[src/rtl/linelength_pkg.sv]
// Shared types and helpers for the windowed line-length extractor.
// Widths here are upper bounds; each instance narrows them to its own parameters.
package linelength_pkg;

    localparam int MAX_DW = 64;
    localparam int PTR_W  = 8;
    localparam int CNT_W  = PTR_W + 1;

    typedef struct packed {
        logic             primed;
        logic [CNT_W-1:0] count;
        logic [PTR_W-1:0] ptr;
    } ch_state_t;

    // Sum never saturates: WIN differences of at most 2^DW-1 each.
    function automatic int sum_width(input int dw, input int win);
        return dw + 1 + $clog2(win);
    endfunction

    // Operands are sign-extended DW-bit samples, so the difference cannot wrap.
    function automatic logic [MAX_DW:0] abs_diff(input logic signed [MAX_DW:0] a,
                                                 input logic signed [MAX_DW:0] b);
        logic signed [MAX_DW:0] diff;
        diff = a - b;
        if (diff < 0)
            return -diff;
        return diff;
    endfunction

endpackage

[src/rtl/linelength_win_if.sv]
// Sample-in / result-out bundle for linelength_win, including the synchronous clear.
interface linelength_win_if
    import linelength_pkg::*;
#(
    parameter int DW  = 32,
    parameter int CH  = 4,
    parameter int WIN = 16
);
    localparam int CW = (CH > 1) ? $clog2(CH) : 1;
    localparam int SW = sum_width(DW, WIN);

    logic          clr;
    logic          in_valid;
    logic [CW-1:0] in_ch;
    logic [DW-1:0] in_data;
    logic          out_valid;
    logic [CW-1:0] out_ch;
    logic [SW-1:0] out_sum;
    logic          out_full;

    modport master (
        output clr, in_valid, in_ch, in_data,
        input  out_valid, out_ch, out_sum, out_full
    );

    modport slave (
        input  clr, in_valid, in_ch, in_data,
        output out_valid, out_ch, out_sum, out_full
    );

endinterface

[src/rtl/ll_ring.sv]
// Per-channel ring of absolute differences; one shared memory addressed {ch, ptr}.
// Read and write hit the same slot; the registered read returns the value being overwritten.
module ll_ring #(
    parameter int DW = 32,
    parameter int CH = 4,
    parameter int CW = 2,
    parameter int PW = 4
) (
    input  logic          clk,
    input  logic          en,
    input  logic [CW-1:0] ch,
    input  logic [PW-1:0] ptr,
    input  logic [DW:0]   wr_data,
    output logic [DW:0]   rd_data
);

    logic [DW:0] mem [CH << PW];

    always_ff @(posedge clk) begin
        if (en) begin
            rd_data        <= mem[{ch, ptr}];
            mem[{ch, ptr}] <= wr_data;
        end
    end

endmodule

[src/rtl/linelength_win.sv]
// Windowed line length over CH time-multiplexed channels: sum of the last WIN |dx|.
// prev/ptr/count commit at the accepting edge and sum commits in S2, so same-channel back-to-back needs no bypass.
module linelength_win
    import linelength_pkg::*;
#(
    parameter int DW  = 32,
    parameter int CH  = 4,
    parameter int WIN = 16
) (
    input  logic            clk,
    input  logic            rst_n,
    linelength_win_if.slave bus
);

    localparam int CW = (CH > 1) ? $clog2(CH) : 1;
    localparam int PW = $clog2(WIN);
    localparam int SW = sum_width(DW, WIN);
    localparam logic [CNT_W-1:0] WIN_CNT  = CNT_W'(WIN);
    localparam logic [PTR_W-1:0] PTR_LAST = PTR_W'(WIN - 1);

    function automatic logic signed [MAX_DW:0] sext(input logic [DW-1:0] v);
        return {{(MAX_DW + 1 - DW){v[DW-1]}}, v};
    endfunction

    ch_state_t     st_q   [CH];
    logic [DW-1:0] prev_q [CH];
    logic [SW-1:0] sum_q  [CH];

    logic          ch_ok;
    logic          accept;
    logic          diff_ok;
    ch_state_t     cur;
    ch_state_t     cur_nx;
    logic [DW-1:0] prev_cur;
    logic [DW:0]   d_c;

    logic          s1_valid;
    logic [CW-1:0] s1_ch;
    logic [DW:0]   s1_d;
    logic          s1_evict;
    logic          s1_full;
    logic [DW:0]   ring_old;
    logic [DW:0]   oldest;
    logic [SW-1:0] sum_nx;

    logic          out_valid_q;
    logic [CW-1:0] out_ch_q;
    logic [SW-1:0] out_sum_q;
    logic          out_full_q;

    generate
        if (CH == (1 << CW)) begin : g_all_ch
            assign ch_ok = 1'b1;
        end else begin : g_part_ch
            assign ch_ok = (bus.in_ch < CW'(CH));
        end
    endgenerate

    assign accept   = bus.in_valid && ch_ok && !bus.clr;
    assign cur      = st_q[bus.in_ch];
    assign prev_cur = prev_q[bus.in_ch];
    assign diff_ok  = accept && cur.primed;
    assign d_c      = (DW + 1)'(abs_diff(sext(bus.in_data), sext(prev_cur)));

    always_comb begin
        cur_nx        = cur;
        cur_nx.primed = 1'b1;
        if (cur.primed) begin
            cur_nx.count = (cur.count == WIN_CNT) ? cur.count : cur.count + CNT_W'(1);
            cur_nx.ptr   = (cur.ptr == PTR_LAST) ? '0 : cur.ptr + PTR_W'(1);
        end
    end

    always_ff @(posedge clk or negedge rst_n) begin
        if (!rst_n) begin
            for (int i = 0; i < CH; i++) begin
                st_q[i]   <= '0;
                prev_q[i] <= '0;
            end
        end else if (bus.clr) begin
            for (int i = 0; i < CH; i++) begin
                st_q[i]   <= '0;
                prev_q[i] <= '0;
            end
        end else if (accept) begin
            st_q[bus.in_ch]   <= cur_nx;
            prev_q[bus.in_ch] <= bus.in_data;
        end
    end

    ll_ring #(
        .DW (DW),
        .CH (CH),
        .CW (CW),
        .PW (PW)
    ) u_ring (
        .clk     (clk),
        .en      (diff_ok),
        .ch      (bus.in_ch),
        .ptr     (cur.ptr[PW-1:0]),
        .wr_data (d_c),
        .rd_data (ring_old)
    );

    // S1: channel, difference and whether the slot being overwritten leaves the window.
    always_ff @(posedge clk or negedge rst_n) begin
        if (!rst_n) begin
            s1_valid <= 1'b0;
            s1_ch    <= '0;
            s1_d     <= '0;
            s1_evict <= 1'b0;
            s1_full  <= 1'b0;
        end else if (bus.clr) begin
            s1_valid <= 1'b0;
            s1_evict <= 1'b0;
        end else begin
            s1_valid <= diff_ok;
            if (diff_ok) begin
                s1_ch    <= bus.in_ch;
                s1_d     <= d_c;
                s1_evict <= (cur.count == WIN_CNT);
                s1_full  <= (cur_nx.count == WIN_CNT);
            end
        end
    end

    assign oldest = s1_evict ? ring_old : '0;
    assign sum_nx = sum_q[s1_ch] + SW'(s1_d) - SW'(oldest);

    // S2: running sum update and registered result.
    always_ff @(posedge clk or negedge rst_n) begin
        if (!rst_n) begin
            for (int i = 0; i < CH; i++)
                sum_q[i] <= '0;
            out_valid_q <= 1'b0;
            out_ch_q    <= '0;
            out_sum_q   <= '0;
            out_full_q  <= 1'b0;
        end else if (bus.clr) begin
            for (int i = 0; i < CH; i++)
                sum_q[i] <= '0;
            out_valid_q <= 1'b0;
            out_ch_q    <= '0;
            out_sum_q   <= '0;
            out_full_q  <= 1'b0;
        end else begin
            out_valid_q <= s1_valid;
            if (s1_valid) begin
                sum_q[s1_ch] <= sum_nx;
                out_ch_q     <= s1_ch;
                out_sum_q    <= sum_nx;
                out_full_q   <= s1_full;
            end
        end
    end

    assign bus.out_valid = out_valid_q;
    assign bus.out_ch    = out_ch_q;
    assign bus.out_sum   = out_sum_q;
    assign bus.out_full  = out_full_q;

endmodule
[src/flat_wrapper.sv]
// flat-port wrapper written by rule: the top's interface ports become plain ports
module linelength_win_flat import linelength_pkg::*;
#(
    parameter int DW  = 32,
    parameter int CH  = 4,
    parameter int WIN = 16
)
  (clk, rst_n, bus_clr, bus_in_valid, bus_in_ch, bus_in_data, bus_out_valid, bus_out_ch, bus_out_sum, bus_out_full);
  linelength_win_if #(.DW(DW), .CH(CH), .WIN(WIN)) bus_i ();
  input  logic clk;
  input  logic rst_n;
  input wire logic [$bits(bus_i.clr)-1:0] bus_clr;
  input wire logic [$bits(bus_i.in_valid)-1:0] bus_in_valid;
  input wire logic [$bits(bus_i.in_ch)-1:0] bus_in_ch;
  input wire logic [$bits(bus_i.in_data)-1:0] bus_in_data;
  output wire logic [$bits(bus_i.out_valid)-1:0] bus_out_valid;
  output wire logic [$bits(bus_i.out_ch)-1:0] bus_out_ch;
  output wire logic [$bits(bus_i.out_sum)-1:0] bus_out_sum;
  output wire logic [$bits(bus_i.out_full)-1:0] bus_out_full;
  assign bus_i.clr = bus_clr;
  assign bus_i.in_valid = bus_in_valid;
  assign bus_i.in_ch = bus_in_ch;
  assign bus_i.in_data = bus_in_data;
  assign bus_out_valid = bus_i.out_valid;
  assign bus_out_ch = bus_i.out_ch;
  assign bus_out_sum = bus_i.out_sum;
  assign bus_out_full = bus_i.out_full;
  linelength_win #(.DW(DW), .CH(CH), .WIN(WIN)) u_core (.clk(clk), .rst_n(rst_n), .bus(bus_i));
endmodule
[config.mk]
export PLATFORM = sky130hd
export DESIGN_NAME = linelength_win_flat
export DESIGN_NICKNAME = d
export VERILOG_FILES = /design/src/rtl/linelength_pkg.sv /design/src/rtl/linelength_win_if.sv /design/src/rtl/ll_ring.sv /design/src/rtl/linelength_win.sv /design/src/flat_wrapper.sv
export SDC_FILE = /design/constraint.sdc
export NUM_CORES = 2
export LEC_CHECK = 0
export ABC_AREA = 1
export ABC_CLOCK_PERIOD_IN_PS = 5300
export CAP_MARGIN = 30
export CORE_MARGIN = 1.5
export CORE_UTILIZATION = 40
export CTS_CLUSTER_SIZE = 24
export DETAILED_ROUTE_END_ITERATION = 8
export PLACE_DENSITY_LB_ADDON = 0.12
export SETUP_SLACK_MARGIN = 0.3
export SLEW_MARGIN = 10
export SYNTH_ARGS = -nofsm -noshare
export SYNTH_HDL_FRONTEND = slang
export SYNTH_SLANG_ARGS = --single-unit
[constraint.sdc]
create_clock -name clk -period 5.3 [get_ports clk]
set_clock_uncertainty 0.05 [all_clocks]
set_input_delay 0.53 -clock clk [delete_from_list [all_inputs] [get_ports clk]]
set_output_delay 0.53 -clock clk [all_outputs]
set_load 0.005 [all_outputs]
==> flow_summary.rst <==
.. list-table::
   :header-rows: 1

   * - Metric
     - Value
   * - Aggregate routed wire length
     - 376,100 um
   * - CP Max Fanout
     - 15
   * - Vias
     - 77,773
   * - Area added between synthesis and finish
     - 18.53%
   * - Run status
     - finished, final reports clean
   * - Total grt overflow
     - 0
   * - Final hold slack
     - 173.4 ps
   * - Number of sinks handled by clock tree synthesis
     - 2,572
   * - Static leakage power
     - 49.17 nW
   * - Path type of the worst setup path
     - reg -> reg
   * - Final setup slack of the worst path
     - 621.8 ps
   * - DRC errors left
     - 0
   * - Register area share after synthesis
     - 0.6905
   * - Number of synthesized flops with an enable pin
     - 2,145
   * - Post-Synth Adder-Cell Area
     - 0.01500
   * - Pre-Repair DR Iteration Count
     - 6
   * - Detail-routed net length per standard cell
     - 26.63 um
   * - Crit path top cell by count
     - buf_4
   * - H-Tree Depth
     - 5
   * - Number of synthesized register bits
     - 2,572
   * - Number of nets in the synthesized netlist
     - 10,008
   * - Die height
     - 524.4 um
   * - Register-to-register setup slack
     - 620 ps
   * - Number of CTS-inserted buffers
     - between 200 and 300
   * - Mux cell area share after synthesis
     - 0
   * - Stage delay of the slowest cell on the critical path
     - 500 ps
   * - Compound-gate portion of the synthesized area
     - 0.1085
   * - Class of the worst hold path
     - in -> async
   * - Clock Pin Slew Worst Setup and Hold Paths
     - 60 ps
   * - Maximum number of buffers from clock root to sink
     - 4
   * - Most frequent standard cell in the layout excluding fill and tap cells
     - nand2_1
   * - NumNets Final
     - 10,460
   * - Root cell of the clock tree
     - clkbuf_16
   * - Initial core utilization
     - 0.4020
   * - Number of antenna violations at the first check in global routing
     - 12
   * - Overall die area
     - 275,000 um^2
   * - Setup crit end kind
     - flip-flop
   * - Top achievable clock speed
     - 213.8 MHz
   * - Top cells by area, synth
     - edfxtp_1, nand2_1, dfrtp_1
   * - Final GP Congestion
     - 0.8770
   * - Final count of hold timing violations
     - 0
   * - Peak supply drop
     - 0.3038 mV
   * - Post-Syn Instances
     - 9,860
   * - Top Ports
     - 79
   * - Die width
     - between 500 and 600 um
   * - Highest-count cells in the layout ignoring fill and taps
     - nand2_1, edfxtp_1, a21oi_1
   * - Post-synthesis cell type with the largest combined area
     - edfxtp_1
   * - CORE AREA
     - 270,500 um^2
   * - Start point of the critical path
     - u_core.s1_ch[0]
   * - Synthesis Warnings
     - 0
   * - Top cell type's share of synthesized area
     - 0.5922
   * - Share of flip-flops with an asynchronous set or reset
     - 0.1660
   * - Fraction of synthesized cell area in xor and xnor cells
     - 0.002094
   * - Startpoint types
     - flip-flop
   * - # port buffers
     - 78
   * - Required time of the critical path
     - 6000 ps
   * - Site row count
     - roughly 190
   * - Routed Antenna Nets
     - 0
   * - Power density over cell area
     - 399.1 nW/um^2
   * - Share of synthesized cell area in and, or, nand and nor gates
     - 0.1384
   * - Fraction of final layout cells sized beyond drive strength 1
     - 0.1095
   * - Relative slew slack
     - 0.3505
   * - Maximum number of pins on one net before global-route repair
     - 131
   * - Fin crit share
     - 0.8827
   * - Critical R2R Launch
     - u_core.s1_ch[0]
   * - Via density per instance
     - 5.506
   * - Clock Latency Late Sink
     - 930 ps
   * - Total negative slack
     - 0 ps
   * - Vias in the first global route
     - 74,750
   * - Slew at the pin with the worst max-slew slack
     - 973.2 ps
   * - Worst setup slack before clock tree synthesis
     - 6.238 ps
   * - Number of distinct library cells after synthesis
     - 56
   * - Largest family of logic cells by synthesized area
     - simple AND/OR/NAND/NOR gates
   * - Max cap viols
     - 0
   * - Slowest cell on crit path
     - fa_1
   * - Worst R2R End
     - u_core.sum_q[147]
   * - RSZ-0062 raised after global routing
     - yes
   * - R2r worst-path depth
     - 19
   * - Number of pins exceeding their max-slew limit in the final report
     - 0
   * - Final Setup Violations
     - 0
   * - Iter 0 DRT Violations
     - 8,318
   * - Clock period minus final worst setup slack
     - 4678 ps
   * - Dpl hpwl
     - 233,300 um
   * - CTS tree
     - built
   * - Aggregate global-route resource usage
     - 0.2686
   * - Worst-path cell chain
     - nand2_2, inv_2, buf_4, buf_4, a22o_1, a221oi_1, buf_4, fa_1, inv_1, ha_1, nand2_1, nor2_1, inv_1, nor3_1, nand3_1, nand3_1, a21oi_1, o21ai_0, o21ai_0
   * - Global-route wire length before repair
     - about 540,000 um
   * - Post-CTS repair timing setup buffer count
     - 0
   * - Data arrival, critical path
     - 5380 ps
   * - Most frequently used flop master after synthesis
     - edfxtp_1
   * - Syn Area/Cell
     - 11.03 um^2
   * - Netlist area before placement
     - 108,800 um^2
-- stage by stage --
step / std cells / util / total power, W / instance area, um^2
finish: 14125 / 0.4765 / 0.05145 / 128900
global route: 14114 / 0.4764 / 0.05324 / 128900
CTS: 14112 / 0.4763 / 0.05178 / 128800
detailed placement: 13587 / 0.4419 / 0.03207 / 119600
global placement: 13585 / 0.4418 / 0.03202 / 119500
floorplan: 9860 / - / 0.02795 / 108900
-- cells in the mapped netlist, types with 36 or more instances --
| library cell | count |
|---|---|
| nand2_1 | 3043 |
| edfxtp_1 | 2145 |
| a21oi_1 | 966 |
| inv_1 | 673 |
| o21ai_0 | 508 |
| dfrtp_1 | 427 |
| nor2_1 | 408 |
| nand3_1 | 251 |
| buf_2 | 250 |
| o22ai_1 | 221 |
| clkbuf_1 | 213 |
| a22oi_1 | 157 |
| o21ai_1 | 136 |
| ha_1 | 76 |
| a221oi_1 | 70 |
| nand4_1 | 36 |
-- state kept, by name (all words and copies together), names as in the netlist --
name                   flops
u_core.bus.out_ch          2
u_core.bus.out_full        1
u_core.bus.out_sum        37
u_core.bus.out_valid       1
u_core.prev_q            128
u_core.s1_ch               2
u_core.s1_d               33
u_core.s1_evict            1
u_core.s1_full             1
u_core.s1_valid            1
u_core.st_q               72
u_core.sum_q             148
u_core.u_ring.mem       2112
u_core.u_ring.rd_data     33
-- worst max-delay path by stage --
| stage | endpoint | slack [ps] | depth (start not counted) |
|---|---|---|---|
| after detailed placement | u_core.u_ring.mem[46][21] | 6 | 25 |
| final | u_core.sum_q[147] | 620 | 19 |
| after CTS | u_core.sum_q[65] | 350 | 20 |
| after global routing | u_core.sum_q[106] | 270 | 18 |
| after global placement | u_core.u_ring.mem[13][27] | 4 | 23 |
| after floorplan | u_core.u_ring.mem[0][22] | 330 | 20 |
-- cell type report --
type                    instances  area [um^2]
clock inverters               145         1435
well taps                    3570         4467
flip-flops and latches       2572        75100
inverters                     690         2615
repair buffers                667         7717
fillers                     24591       141600
multi-input cells            6090        29710
clock buffers                 379         7846
diodes                         12        30.03
-- routing by layer --
layer | global-route usage | up-vias | routed length, um
li1 | - | 35066 | -
met2 | 0.4310 | 2805 | 175200
met4 | 0.09443 | 0 | 13730
met1 | 0.3789 | 39414 | 163800
met5 | 0 | - | 0
met3 | 0.02912 | 488 | 23380
-- worst max-delay path: cells and delay by family (launching register included) --
kind                       cells  cell delay (ps)
and+or+nand+nor                6             1290
DFF                            1              450
buffers and inverters          6             1080
adders and majority gates      2              880
AOI/OAI and AO/OA              5              750
-- kinds of logic (layout without fill, tap and decap cells) --
group,Yosys count,in the layout
adder cells (fa/ha/maj),110,110
AND/OR/NAND/NOR,3825,3825
flip-flops,2572,2572
XOR/XNOR,26,26
buffers and inverters,1198,1881
AO/OA/AOI/OAI,2129,2129
other,0,12
-- repair_timing --
| item | CTS | global route |
|---|---|---|
| hold buffers | 1 | 0 |
| setup endpoints to repair | 0 | 64 |
| hold endpoints to repair | 79 | 0 |
| gates resized for setup | 0 | 8 |
-- power by group --
group          internal (W)  switching [W]
Combinational       0.00234        0.00578
Clock                0.0113        0.00847
Sequential           0.0235       0.000114
Total                0.0371         0.0144
No activity file was read; power rests on OpenSTA's default activity.
